**config.mk**
```make
export PLATFORM = sky130hd
export DESIGN_NAME = router_input_fifo
export DESIGN_NICKNAME = d
export VERILOG_FILES = /design/src/rtl/router_pkg.sv /design/src/rtl/router_fifo_ctrl.sv /design/src/rtl/router_input_fifo.sv
export SDC_FILE = /design/constraint.sdc
export NUM_CORES = 1
export LEC_CHECK = 0
export BUFFER_PORTS_ARGS = -buffer_cell sky130_fd_sc_hd__buf_2
export CAP_MARGIN = 30
export CORE_ASPECT_RATIO = 0.9
export CORE_UTILIZATION = 50
export DETAILED_ROUTE_END_ITERATION = 16
export HOLD_SLACK_MARGIN = 0.1
export PLACE_DENSITY = 0.76
export SLEW_MARGIN = 10
export SYNTH_ARGS = -nofsm -noshare
export SYNTH_HDL_FRONTEND = slang
export SYNTH_SLANG_ARGS = --single-unit
```
**constraint.sdc**
```tcl
create_clock -name clk -period 5.3 [get_ports clk]
set_input_delay 0.53 -clock clk [delete_from_list [all_inputs] [get_ports clk]]
set_output_delay 0.53 -clock clk [all_outputs]
set_load 0.02 [all_outputs]
```
**src/rtl/router_pkg.sv**
```systemverilog
// router_pkg
// Shared definitions for the 5-port mesh router (N, E, W, S, L).
//   - Default flit width and input FIFO depth.
//   - Port index constants used to order per-port signals in vectors.
//   - One-hot crossbar select encoding shared with the output arbiters.
//   - multi_hot(): true when more than one bit of a per-port vector is set.
package router_pkg;

  localparam int ROUTER_DATA_WIDTH = 32;
  localparam int ROUTER_DEPTH      = 4;

  localparam int NUM_PORTS = 5;
  localparam int PORT_N    = 0;
  localparam int PORT_E    = 1;
  localparam int PORT_W    = 2;
  localparam int PORT_S    = 3;
  localparam int PORT_L    = 4;

  typedef enum logic [NUM_PORTS-1:0] {
    XBAR_NONE = 5'b00000,
    XBAR_N    = 5'b00001,
    XBAR_E    = 5'b00010,
    XBAR_W    = 5'b00100,
    XBAR_S    = 5'b01000,
    XBAR_L    = 5'b10000
  } xbar_sel_t;

  // Clearing the lowest set bit leaves something only if two or more were set.
  function automatic logic multi_hot(input logic [NUM_PORTS-1:0] v);
    return |(v & (v - NUM_PORTS'(1)));
  endfunction

endpackage

```
**src/rtl/router_fifo_ctrl.sv**
```systemverilog
// router_fifo_ctrl
// Pointer, status and clear-to-send control for one router input FIFO.
// Ports:
//   clk, rst      clock, synchronous active-high reset
//   i_drts        upstream request-to-send
//   i_read_en     OR of the arbiter grants for this input
//   o_cts         registered clear-to-send pulse
//   o_wr_en       write strobe for the storage array
//   o_wr_addr     storage write index
//   o_rd_addr     storage read (head) index
//   o_empty       no valid entries
//   o_full        DEPTH valid entries
module router_fifo_ctrl #(
  parameter int DEPTH = 4
) (
  input  logic                     clk,
  input  logic                     rst,
  input  logic                     i_drts,
  input  logic                     i_read_en,
  output logic                     o_cts,
  output logic                     o_wr_en,
  output logic [$clog2(DEPTH)-1:0] o_wr_addr,
  output logic [$clog2(DEPTH)-1:0] o_rd_addr,
  output logic                     o_empty,
  output logic                     o_full
);

  localparam int AW = $clog2(DEPTH);

  // One extra pointer bit distinguishes full from empty when the indices match.
  logic [AW:0] r_wr_ptr;
  logic [AW:0] r_rd_ptr;
  logic        r_cts;
  logic        w_empty;
  logic        w_full;
  logic        w_wr_en;
  logic        w_rd_en;

  assign w_empty = (r_wr_ptr == r_rd_ptr);
  assign w_full  = (r_wr_ptr[AW] != r_rd_ptr[AW]) &&
                   (r_wr_ptr[AW-1:0] == r_rd_ptr[AW-1:0]);

  // Exactly one write follows each CTS pulse, and CTS is only raised when
  // not full, so a write can never land on a full FIFO.
  assign w_wr_en = r_cts & i_drts;
  assign w_rd_en = i_read_en & ~w_empty;

  always_ff @(posedge clk) begin
    if (rst) begin
      r_wr_ptr <= '0;
      r_rd_ptr <= '0;
      r_cts    <= 1'b0;
    end else begin
      // ~r_cts forces a gap so CTS is never high on consecutive cycles.
      r_cts <= i_drts & ~r_cts & ~w_full;
      if (w_wr_en) begin
        r_wr_ptr <= r_wr_ptr + (AW+1)'(1);
      end
      if (w_rd_en) begin
        r_rd_ptr <= r_rd_ptr + (AW+1)'(1);
      end
    end
  end

  assign o_cts     = r_cts;
  assign o_wr_en   = w_wr_en;
  assign o_wr_addr = r_wr_ptr[AW-1:0];
  assign o_rd_addr = r_rd_ptr[AW-1:0];
  assign o_empty   = w_empty;
  assign o_full    = w_full;

endmodule

```
**src/rtl/router_input_fifo.sv**
```systemverilog
// router_input_fifo
// Per-input-port flit buffer of the mesh router. Accepts flits with the
// RTS/CTS handshake, stores them in a circular FIFO and presents the head
// flit (first-word fall-through) to routing and the crossbar.
// Ports:
//   clk, rst        clock, synchronous active-high reset
//   RX              incoming flit, DRTS upstream request-to-send
//   CTS             registered clear-to-send pulse to upstream
//   read_en_N/E/W/S/L  grants from the five output arbiters
//   Data_out        head flit (stale while empty)
//   empty, full     occupancy status
//   err             sticky protocol error (only with ROUTER_FIFO_ERR_EN)
// Build option: define ROUTER_FIFO_ERR_EN to add the err port and checker.
module router_input_fifo
  import router_pkg::*;
#(
  parameter int DATA_WIDTH = ROUTER_DATA_WIDTH,
  parameter int DEPTH      = ROUTER_DEPTH
) (
  input  logic                  clk,
  input  logic                  rst,
  input  logic [DATA_WIDTH-1:0] RX,
  input  logic                  DRTS,
  output logic                  CTS,
  input  logic                  read_en_N,
  input  logic                  read_en_E,
  input  logic                  read_en_W,
  input  logic                  read_en_S,
  input  logic                  read_en_L,
  output logic [DATA_WIDTH-1:0] Data_out,
  output logic                  empty,
  output logic                  full
`ifdef ROUTER_FIFO_ERR_EN
  ,
  output logic                  err
`endif
);

  localparam int AW = $clog2(DEPTH);

  logic [NUM_PORTS-1:0]  w_grants;
  logic                  w_read_en;
  logic                  w_cts;
  logic                  w_wr_en;
  logic [AW-1:0]         w_wr_addr;
  logic [AW-1:0]         w_rd_addr;
  logic                  w_empty;
  logic                  w_full;

  // Storage is not reset; after reset the head simply shows whatever is in mem[0].
  logic [DATA_WIDTH-1:0] r_mem [DEPTH];

  assign w_grants[PORT_N] = read_en_N;
  assign w_grants[PORT_E] = read_en_E;
  assign w_grants[PORT_W] = read_en_W;
  assign w_grants[PORT_S] = read_en_S;
  assign w_grants[PORT_L] = read_en_L;
  assign w_read_en        = |w_grants;

  router_fifo_ctrl #(
    .DEPTH (DEPTH)
  ) u_ctrl (
    .clk       (clk),
    .rst       (rst),
    .i_drts    (DRTS),
    .i_read_en (w_read_en),
    .o_cts     (w_cts),
    .o_wr_en   (w_wr_en),
    .o_wr_addr (w_wr_addr),
    .o_rd_addr (w_rd_addr),
    .o_empty   (w_empty),
    .o_full    (w_full)
  );

  always_ff @(posedge clk) begin
    if (w_wr_en) begin
      r_mem[w_wr_addr] <= RX;
    end
  end

  // Asynchronous head read gives fall-through: a flit is visible right after
  // the edge that wrote it.
  assign Data_out = r_mem[w_rd_addr];
  assign CTS      = w_cts;
  assign empty    = w_empty;
  assign full     = w_full;

`ifdef ROUTER_FIFO_ERR_EN
  logic r_err;

  always_ff @(posedge clk) begin
    if (rst) begin
      r_err <= 1'b0;
    end else if ((w_read_en & w_empty) | multi_hot(w_grants) | (w_cts & ~DRTS)) begin
      r_err <= 1'b1;
    end
  end

  assign err = r_err;
`endif

endmodule

```
# Word-level counts from Yosys, hierarchy flattened
# Memory sizes are Yosys's and may differ from the RTL's. A register that Yosys moved wholly into a read port is not among the register bits.
# Index checks and enable logic that the tools add are counted.
op_classes:
  n_addsub: 2
  mul: 0
  div: 0
  n_lt_le_gt_ge: 0
  eq_ne: 3
  n_shift: 0
  muxes: 4
  n_bitwise: 7
  n_reduce_logical: 2
op_table:
  columns: ["cell", "count"]
  rows:
  - ["3-bit by 1-bit adder with 3-bit output, second input constant", 2]
  - ["5-bit OR reduction", 1]
  - ["1-bit bitwise AND", 4]
  - ["2-bit two-way mux", 2]
  - ["3-bit equality test", 1]
  - ["1-bit inverter", 3]
  - ["2-bit equality test", 1]
  - ["1-bit two-way mux", 2]
  - ["1-bit logical AND", 1]
  - ["1-bit != test", 1]
totals:
  regBits: 7
  latch_bits: 0
  ram_bits: 128
  mem_bits_ro: 0
  input_bits: 40
  output_inout_bits: 35
  elab_cells: 22
  mem_count: 1
memory_table:
  columns: ["name", "words", "width", "rd", "rd_clocked_by_memory_dff", "wr", "line_no", "text"]
  rows:
  - ["r_mem", 4, 32, 1, 1, 1, "router_input_fifo.sv:51", "logic [DATA_WIDTH-1:0] r_mem [DEPTH];"]

# Longest topological paths before layout
# Gate-level depths: netlist of the first run.
logic_depth:
  ltp_word: 5
  ltp_mapped: 4
  depth_no_buf: 4

# Hierarchy
# From an unflattened synthesis of the first run, not the netlist that was laid out.
unflattened:
  hier_cells: 227
  area_unflattened_um2: 5143.7
modules_own_cells:
  columns: ["module", "n_inst", "cells_each", "area_per_inst_um2", "seq_area_each_um2"]
  rows:
  - ["router_input_fifo", 1, 175, 4700.8, 3843.7]
  - ["router_fifo_ctrl", 1, 52, 442.9, 140.1]

# Least setup slack after synthesis of the first run
# OpenSTA, ideal clock, no wires.
synth_timing:
  kind: "reg-to-reg"
  start: "register u_ctrl.r_cts, in the netlist u_ctrl.o_cts"
  end: "memory r_mem[3][0] (netlist name) (enable)"
  setup_time_ns: 0.394
  t_arrival_ns: 1.424
  t_required_ns: 4.906
  path_slack_ns: 3.482
  stages_incl_launch_ff: 2
  n_path_buf: 0
  synth_period_minus_slack_ns: 1.818
  path_cell_list: "dfxtp_1 > and3_1"
synth_via:
  elab_chain_len: 3
synth_rtl:
  columns: ["item", "line_no", "text"]
  rows:
  - ["from (decl)", "router_fifo_ctrl.sv:33", "logic r_cts;"]
  - ["from (signal assigned)", "router_fifo_ctrl.sv:55", "r_cts <= i_drts & ~r_cts & ~w_full;"]
  - ["1-bit bitwise AND", "router_fifo_ctrl.sv:45", "assign w_wr_en = r_cts & i_drts;"]
  - ["1-bit two-way mux", "router_input_fifo.sv:76", "if (w_wr_en) begin"]
  - ["1-bit two-way mux (implied by the code)", "router_input_fifo.sv:77", "r_mem[w_wr_addr] <= RX;"]
  - ["to (decl)", "router_input_fifo.sv:51", null]
# No other way between the ends.

==> impl_metrics.toml, run 1 <==
[timing]
skew_ps = 7.18
finalCriticalPeriod_ps = 2660
fmax_ghz = 0.376
timing.hold.ws_ps = 344
setup_tns_ps = 0
timing.final.crit_share_pct = 50.1
max_slew_margin_pct = 40.1
finalMaxSlewViolations = 0
finalHoldViolations = 0
worstMarginPinSlew_ps = 898
setup_violations = 0
rsz0062_at_grt = "false"

[synthesis]
synth_area_um2 = 5080
synth.area.top_cells = "edfxtp_1, mux4_2, dfxtp_1, ha_1, xor2_1"
async_reset_ff_share_pct = 0
yosysMostFrequentCell = "edfxtp_1"
ys_seq_area_share_pct = 79.2
synthAdderAreaFrac_pct = 1.23
synthCells = 217
ys_types = 27
ys_ff_latch = 137
ys.warnings.count = 0
synth_edf_count = 128
ys.flop_type = "edfxtp_1"
syn-num-nets = 262
yosys.area.top_type = "edfxtp_1"
synth_top_area_share_pct = 75.7
synth.avg_cell_area_um2 = 23.4
yosys-top-cells-count = "edfxtp_1, mux4_2, dfxtp_1"
synth_compound_area_share_pct = 0.665
synth_top_family_by_area = "multiplexers"
synthSimpleGateAreaFrac_pct = 2.22
synth.area.mux_share_pct = 14.8
synth-xor-area-share_pct = 0.862

[placed_design]
gp_congestion = 0.651
dp_hpwl_um = 4660
io_buffers = 74

[clocking]
path_clk_slew_ps = 60
cts_setup_buffers = 0
clock_path_buffers = 2
cts_tree = "done"
clockRootBuffer = "clkbuf_16"
cts_inserted_buffers = 17
htreeDepth = 4
cts_hold_buf = 0
clock-sinks = 137
cts-resized-gates = 0
clock_latency_ps = 400

[power]
combinationalPowerShare_pct = 14.6
netSwitchingFraction_pct = 23.9
internal-power_uw = 2240
clock_power_share_pct = 43.0
p_leak_uw = 0.00215
seqPwrFrac_pct = 42.3
power.density_nw_per_um2 = 473
power.switching_uw = 702
irDropWorstVdd_v = 0.000299

[cells_and_area]
drive_gt1_share_pct = 47.0
layout.nets = 348
syn_to_final_growth_pct = 22.6
diodes = 0

[die]
dieArea_um2 = 10600
ios = 75
initial_core_util_pct = 51.9
chipWidth_um = 108
fp.coreArea_um2 = 9780
row_count = 34
fp.dieH_um = 97.6

[setup_path]
cp.arrival_ps = 2130
r2r_cells = 3
end_kind = "output port"
crit_chain = "buf_4 -> mux4_2 -> buf_2"
worstReg2RegStart = "u_ctrl.r_wr_ptr[0]"
critPathKind = "reg -> out"
start_kind = "flop"
slowest_stage = "mux4_2"
worstPathRequired_ps = 4770
crit_fanout = 27
cpPeakStageDelay_ps = 590
crit-reg2reg-capture = "r_mem[2][31]"
regToRegSetupSlack_ps = 3510

[run]
drv_cap = 0

[global_route]
grt_pass1_vias = 2468
grt_first_pass_wirelength_um = 13000
grt_use_total_pct = 17.3
antenna_found_initial = 0
grt_max_degree = 34
gr-total-overflow = 0

[drt]
drc = 0
postRouteWirelength_um = 8260
drt-initial-drc-count = 110
drt_first_pass_iters = 4
routedWlPerCell_um = 18.7
vias = 2400
antenna_left = 0
via_per_inst = 5.44

[outcome]
status = "finished clean"

[worst_hold_path]
min_path_cells = 1
min_to = "r_mem[0][18]"
hp-start = "RX[18]"
hp-class = "in -> reg"
## worst max-delay path: cells and delay by family (launching register included)
family,cells,cell delay (ps)
flops,1,440
buf+inv,2,680
mux,1,590
## layer usage
layer | part of all wire, % | track usage (%) | vias up
met5 | 0 | 0 | -
met4 | 1.1 | 5.06 | 0
met3 | 5.2 | 5.77 | 11
met2 | 48 | 26.3 | 73
met1 | 46 | 23.9 | 1237
li1 | - | - | 1079
## power groups by stage
stage | logic [uW] | clock network, uW | registers (uW)
floorplan | 340 | 0 | 1230
global placement | 433 | 0 | 1270
detailed placement | 438 | 0 | 1270
CTS | 441 | 1280 | 1250
global route | 468 | 1320 | 1250
finish | 431 | 1270 | 1250
## registers in the layout, indices dropped and copies added, names as in the netlist, named ones only
register and cells:
r_mem 128, u_ctrl.r_rd_ptr 3, u_ctrl.r_wr_ptr 3, u_ctrl.o_cts 1
## kinds of logic after synthesis
kind of cell,Yosys count
compound gates,5
buf+inv,10
xor+xnor,5
mux,35
fa+ha+maj,5
flops,137
simple gates,20
## placed cells by master (no fill, tap or decap), types with 2 or more instances in the layout
cell type | Yosys | layout
dfxtp_1 | 9 | 7
inv_1 | 2 | 2
inv_6 | 0 | 2
ha_1 | 5 | 5
nand2b_1 | 2 | 2
nand2_1 | 2 | 2
nor2_1 | 5 | 5
xnor2_1 | 2 | 2
clkinv_4 | 0 | 3
and3_2 | 0 | 4
a21oi_1 | 2 | 2
mux4_2 | 32 | 32
xor2_1 | 3 | 3
clkbuf_16 | 0 | 17
edfxtp_1 | 128 | 128
bufinv_16 | 0 | 5
clkinvlp_4 | 0 | 3
dfxtp_2 | 0 | 2
mux2_1 | 2 | 2
buf_2 | 1 | 74
## layout make-up
type                    count  area, um^2
clock buffers              17         425
clock inverters            14         221
fillers                   688        3560
inverters                   2        7.51
multi-input cells          70        1010
flip-flops and latches    137        4030
well taps                 126         158
repair buffers             75         378
## worst max path at each step
| stage | from | to | slack [ps] |
|---|---|---|---|
| detailed placement | flop | Data_out[17] | 2980 |
| finish | flop | Data_out[2] | 2640 |
| CTS | flop | Data_out[2] | 2540 |
| floorplan | u_ctrl.o_cts | r_mem[3][0] | 3480 |
| global placement | flop | Data_out[12] | 3000 |
| global route | flop | Data_out[12] | 2460 |
## stage by stage
stage	power (uW)	instances	area (um^2)	worst slack, ps	util [%]
after floorplan	1580	217	5080	3480	-
after global placement	1700	410	5580	3000	57.0
after detailed placement	1710	410	5580	2980	57.0
after CTS	2970	441	6230	2540	63.6
after global routing	3040	441	6230	2460	63.6
final	2940	441	6230	2640	63.6
(Power assumes the default switching activity.)
==> inputs of run 2 (changes only) <==
- clock period: 5.3 -> 2.5 ns (I/O delays scaled with it)
==> run 2 against run 1 <==
First-iteration DRC count rose by 1.8%. Clock power rose by 110%. Non-clock buffer count rose by 40. Sequential cell count did not move. Critical endpoint is now Data_out[28].
==> impl_metrics.toml, run 2 (synthesized netlist as in run 1, its figures left out) <==
[timing]
setup_tns_ps = 0
setup_violations = 0
skew_ps = 10.1
worstMarginPinSlew_ps = 488
finalHoldViolations = 0
fmax_ghz = 0.477
finalCriticalPeriod_ps = 2100
fin_ws_ps = 405
max_slew_margin_pct = 67.5
finalMaxSlewViolations = 0
timing.final.crit_share_pct = 83.8
rsz0062_at_grt = "false"

[power]
finalPower_uw = 6230
irDropWorstVdd_v = 0.000751
internal-power_uw = 4700
combinationalPowerShare_pct = 16.4
seqPwrFrac_pct = 41.8
p_leak_uw = 0.00232
clock_power_share_pct = 41.8
netSwitchingFraction_pct = 24.5
power.switching_uw = 1530
power.density_nw_per_um2 = 939

[placed_design]
dp.cells = 417
dp_hpwl_um = 5340
post-place-ws_ps = 822
gp_congestion = 0.713
io_buffers = 74

[die]
chipWidth_um = 108
fp.dieH_um = 97.6
dieArea_um2 = 10600
fp.coreArea_um2 = 9780
ios = 75
row_count = 34
initial_core_util_pct = 51.9

[clocking]
clock-sinks = 137
clockRootBuffer = "clkbuf_16"
clock_path_buffers = 2
clock_latency_ps = 410
cts-resized-gates = 0
htreeDepth = 4
cts_tree = "done"
path_clk_slew_ps = 60
cts_inserted_buffers = 17

[setup_path]
start_kind = "flop"
r2r_cells = 4
end_kind = "output port"
crit-reg2reg-capture = "r_mem[2][30]"
critPathKind = "reg -> out"
worstPathRequired_ps = 2250
worstReg2RegStart = "u_ctrl.r_wr_ptr[0]"
crit_fanout = 17
regToRegSetupSlack_ps = 860
cp.arrival_ps = 1850

[global_route]
antenna_found_initial = 0
grt_first_pass_wirelength_um = 14100
gr-total-overflow = 0
grt_pass1_vias = 2793
grt_use_total_pct = 18.8
grt_max_degree = 22

[cells_and_area]
top_register = "r_mem"
ff_latch_area_um2 = 4030
drive_gt1_share_pct = 43.5
stdcell_count = 482
syn_to_final_growth_pct = 30.7
layout_commonest_cell = "edfxtp_1"
multiInputGateArea_um2 = 1010
layout.nets = 388
layout_common_cells = "edfxtp_1, buf_2, dlygate4sd3_1"
reg_top3 = "r_mem (128), u_ctrl.r_rd_ptr (3), u_ctrl.r_wr_ptr (3)"
diodes = 0
largest_reg_flops = 128
final.fill_count = 628

[drt]
vias = 2543
postRouteWirelength_um = 8970
routedWlPerCell_um = 18.6
antenna_left = 0
via_per_inst = 5.28
drt_first_pass_iters = 4
drc = 0
drt-initial-drc-count = 112

[worst_hold_path]
min_path_cells = 2
min_to = "u_ctrl.o_cts"
hp-class = "in -> reg"
hp-start = "DRTS"

[run]
drv_cap = 0

[outcome]
status = "finished clean"
run 2: cell count changes in the layout (fill, tap and decap cells not counted):
cell / before / now
dlygate4sd3_1: 0 / 33
buf_12: 0 / 4
buf_4: 1 / 4
bufinv_16: 5 / 4
clkbuf_1: 0 / 1
clkinv_2: 1 / 2
clkinv_4: 3 / 2
inv_6: 2 / 3
run 2: repair_timing:
| action | in CTS | in global routing |
|---|---|---|
| endpoints found under the hold margin | 129 | 0 |
| hold buffers | 33 | 0 |
| setup endpoints to repair | 0 | 0 |
| buffers inserted | 0 | 0 |
run 2: power groups by stage:
stage	clock (uW)	sequential, uW	combinational (uW)
CTS	2650	2610	1040
floorplan	0	2620	722
global route	2750	2610	1100
global placement	0	2650	980
detailed placement	0	2650	995
finish	2610	2600	1020
run 2: final cells by class:
cell class / count / share of cell area, %
flip-flops and latches: 137 / 60.6
multi-input cells: 70 / 15.2
repair buffers: 115 / 12.2
clock buffers: 18 / 6.46
clock inverters: 14 / 2.96
well taps: 126 / 2.37
inverters: 2 / 0.113
run 2: through the flow:
stage | hold slack [ps] | utilization (%) | cell area [um^2]
floorplan | 349 | - | 5080
global placement | 462 | 58.1 | 5680
detailed placement | 469 | 58.1 | 5680
CTS | 147 | 67.9 | 6640
global route | 178 | 67.9 | 6640
finish | 171 | 67.9 | 6640
run 2: per-layer routing:
| metal | global-route usage [%] | wire [um] | vias up |
|---|---|---|---|
| met5 | 0 | 0 | - |
| met4 | 8.54 | 116 | 0 |
| met3 | 4.63 | 410 | 10 |
| met2 | 30.5 | 4540 | 82 |
| met1 | 23.9 | 3900 | 1292 |
| li1 | - | - | 1159 |
run 2: worst max-delay path by stage:
stage,depth (start not counted),end,start,slack [ps]
CTS,3,Data_out[28],flop,370
global placement,3,Data_out[29],flop,860
floorplan,1,r_mem[3][0],u_ctrl.o_cts,680
global route,3,Data_out[19],flop,340
detailed placement,3,Data_out[30],flop,820
finish,3,Data_out[28],flop,400
run 2: critical path, cell delays in order, from the launching register on:
cell and delay, ps:
dfxtp_2 630, buf_4 280, mux4_2 330, buf_2 180
==> inputs of run 3 (changes only) <==
- clock period: 2.5 -> 1.98 ns (I/O delays scaled with it)
==> run 3 against run 2 <==
Hold slack lost 50 ps. Sequential cell count unchanged. Die area stayed put. Utilization is 0.13 points lower. Cell count rose by 0.62%. Via count rose by 0.12%. Clock skew shrank 1.5 ps. Clock power up 18%. Combinational power increased by 32%. Cell area down 0.19%. Highest routed layer unchanged.
==> impl_metrics.toml, run 3 (synthesized netlist as in run 1, its figures left out) <==
[outcome]
status = "finished clean"

[cells_and_area]
multiInputGateArea_um2 = 1010
layout_commonest_cell = "edfxtp_1"
layout.nets = 391
largest_reg_flops = 128
layout_common_cells = "edfxtp_1, buf_2, dlygate4sd3_1"
stdcell_count = 485
syn_to_final_growth_pct = 30.4
design_area_um2 = 6630
drive_gt1_share_pct = 44.0
final.fill_count = 647
diodes = 0
top_register = "r_mem"
reg_top3 = "r_mem (128), u_ctrl.r_rd_ptr (3), u_ctrl.r_wr_ptr (3)"
ff_latch_area_um2 = 4030

[setup_path]
cpPeakStageDelay_ps = 580
cp-endpoint = "Data_out[17]"
crit_chain = "buf_12 -> mux4_2 -> buf_6"
slowest_stage = "mux4_2"
critPathKind = "reg -> out"
start_kind = "flop"
end_kind = "output port"
worstReg2RegStart = "u_ctrl.r_wr_ptr[1]"
cp.depth = 3
crit-reg2reg-capture = "r_mem[3][17]"
regToRegSetupSlack_ps = 450
crit_fanout = 21
cp.arrival_ps = 1720
r2r_cells = 3
path_buf_inv = 2
worstPathRequired_ps = 1780
cpLargestDelayFamily = "multiplexers"

[clocking]
path_clk_slew_ps = 60
cts_tree = "done"
clock-sinks = 137
htreeDepth = 4
clock_path_buffers = 2
clock_latency_ps = 410
clockRootBuffer = "clkbuf_16"
cts_inserted_buffers = 17

[global_route]
grt_max_degree = 27
gr-total-overflow = 0
grt_pass1_vias = 2699
grt_use_total_pct = 18.4
antenna_found_initial = 0
grt_first_pass_wirelength_um = 13700

[die]
dieArea_um2 = 10600
fp.dieH_um = 97.6
row_count = 34
initial_core_util_pct = 51.9
chipWidth_um = 108
ios = 75
fp.coreArea_um2 = 9780

[placed_design]
post-place-ws_ps = 452
dp.cells = 420
io_buffers = 74
dp_hpwl_um = 5370
place_area_um2 = 5690
gp_congestion = 0.643

[drt]
antenna_left = 0
via_per_inst = 5.25
vias = 2546
drt-initial-drc-count = 158
drc = 0
routedWlPerCell_um = 18.5
drt_first_pass_iters = 5
postRouteWirelength_um = 8960

[timing]
fmax_ghz = 0.521
setup_tns_ps = 0
worstMarginPinSlew_ps = 340
finalHoldViolations = 0
max_slew_margin_pct = 77.1
timing.final.crit_share_pct = 97.0
setup_violations = 0
timing.hold.ws_ps = 121
finalMaxSlewViolations = 0
fin_ws_ps = 59.0
finalCriticalPeriod_ps = 1920
skew_ps = 8.64

[run]
drv_cap = 0

[power]
irDropWorstVdd_v = 0.000736
power.density_nw_per_um2 = 1160
p_leak_uw = 0.00233

[worst_hold_path]
hp-class = "in -> reg"
run 3: routing by layer:
metal / wire [um] / track usage, % / up-vias
li1: - / - / 1165
met1: 3990 / 23.5 / 1302
met2: 4490 / 29.7 / 74
met3: 418 / 5.63 / 5
met4: 62 / 6.64 / 0
met5: 0 / 0 / -
run 3: repair_timing:
item / 4_1_cts / 5_1_grt
hold buffers: 33 / 0
gates resized for setup: 1 / 4
setup buffers: 0 / 0
endpoints found under the setup margin: 3 / 2
endpoints found under the hold margin: 133 / 0
run 3: worst min path at each step:
stage	startpoint	endpoint	slack, ps	depth (start not counted)
2_1_floorplan	RX[0]	r_mem[0][0]	300	0
3_3_place_gp	RX[25]	r_mem[0][25]	410	1
3_5_place_dp	RX[15]	r_mem[0][15]	410	1
4_1_cts	DRTS	u_ctrl.o_cts	110	2
5_1_grt	DRTS	u_ctrl.o_cts	120	2
6_report	DRTS	u_ctrl.o_cts	120	2
run 3: area by class of cell:
class / instances / share of cell area (%)
Inverter: 2 / 0.113
Tap cell: 126 / 2.38
Clock buffer: 17 / 6.42
Timing Repair Buffer: 118 / 12.6
Multi-Input combinational cell: 70 / 15.3
Sequential cell: 137 / 60.8
Clock inverter: 15 / 2.44
run 3: power by group:
part / total [uW] / switching (uW) / leakage [uW] / internal [uW]
Clock: 3080 / 1200 / 0.000285 / 1880
Combinational: 1350 / 710 / 0.000817 / 642
Sequential: 3270 / 48.7 / 0.00123 / 3220
Total: 7700 / 1960 / 0.00233 / 5740
run 3: metrics by stage:
step	power, uW	util (%)
floorplan	4220	-
global placement	4610	58.2
detailed placement	4630	58.2
CTS	7760	67.6
global route	8000	67.7
finish	7700	67.7
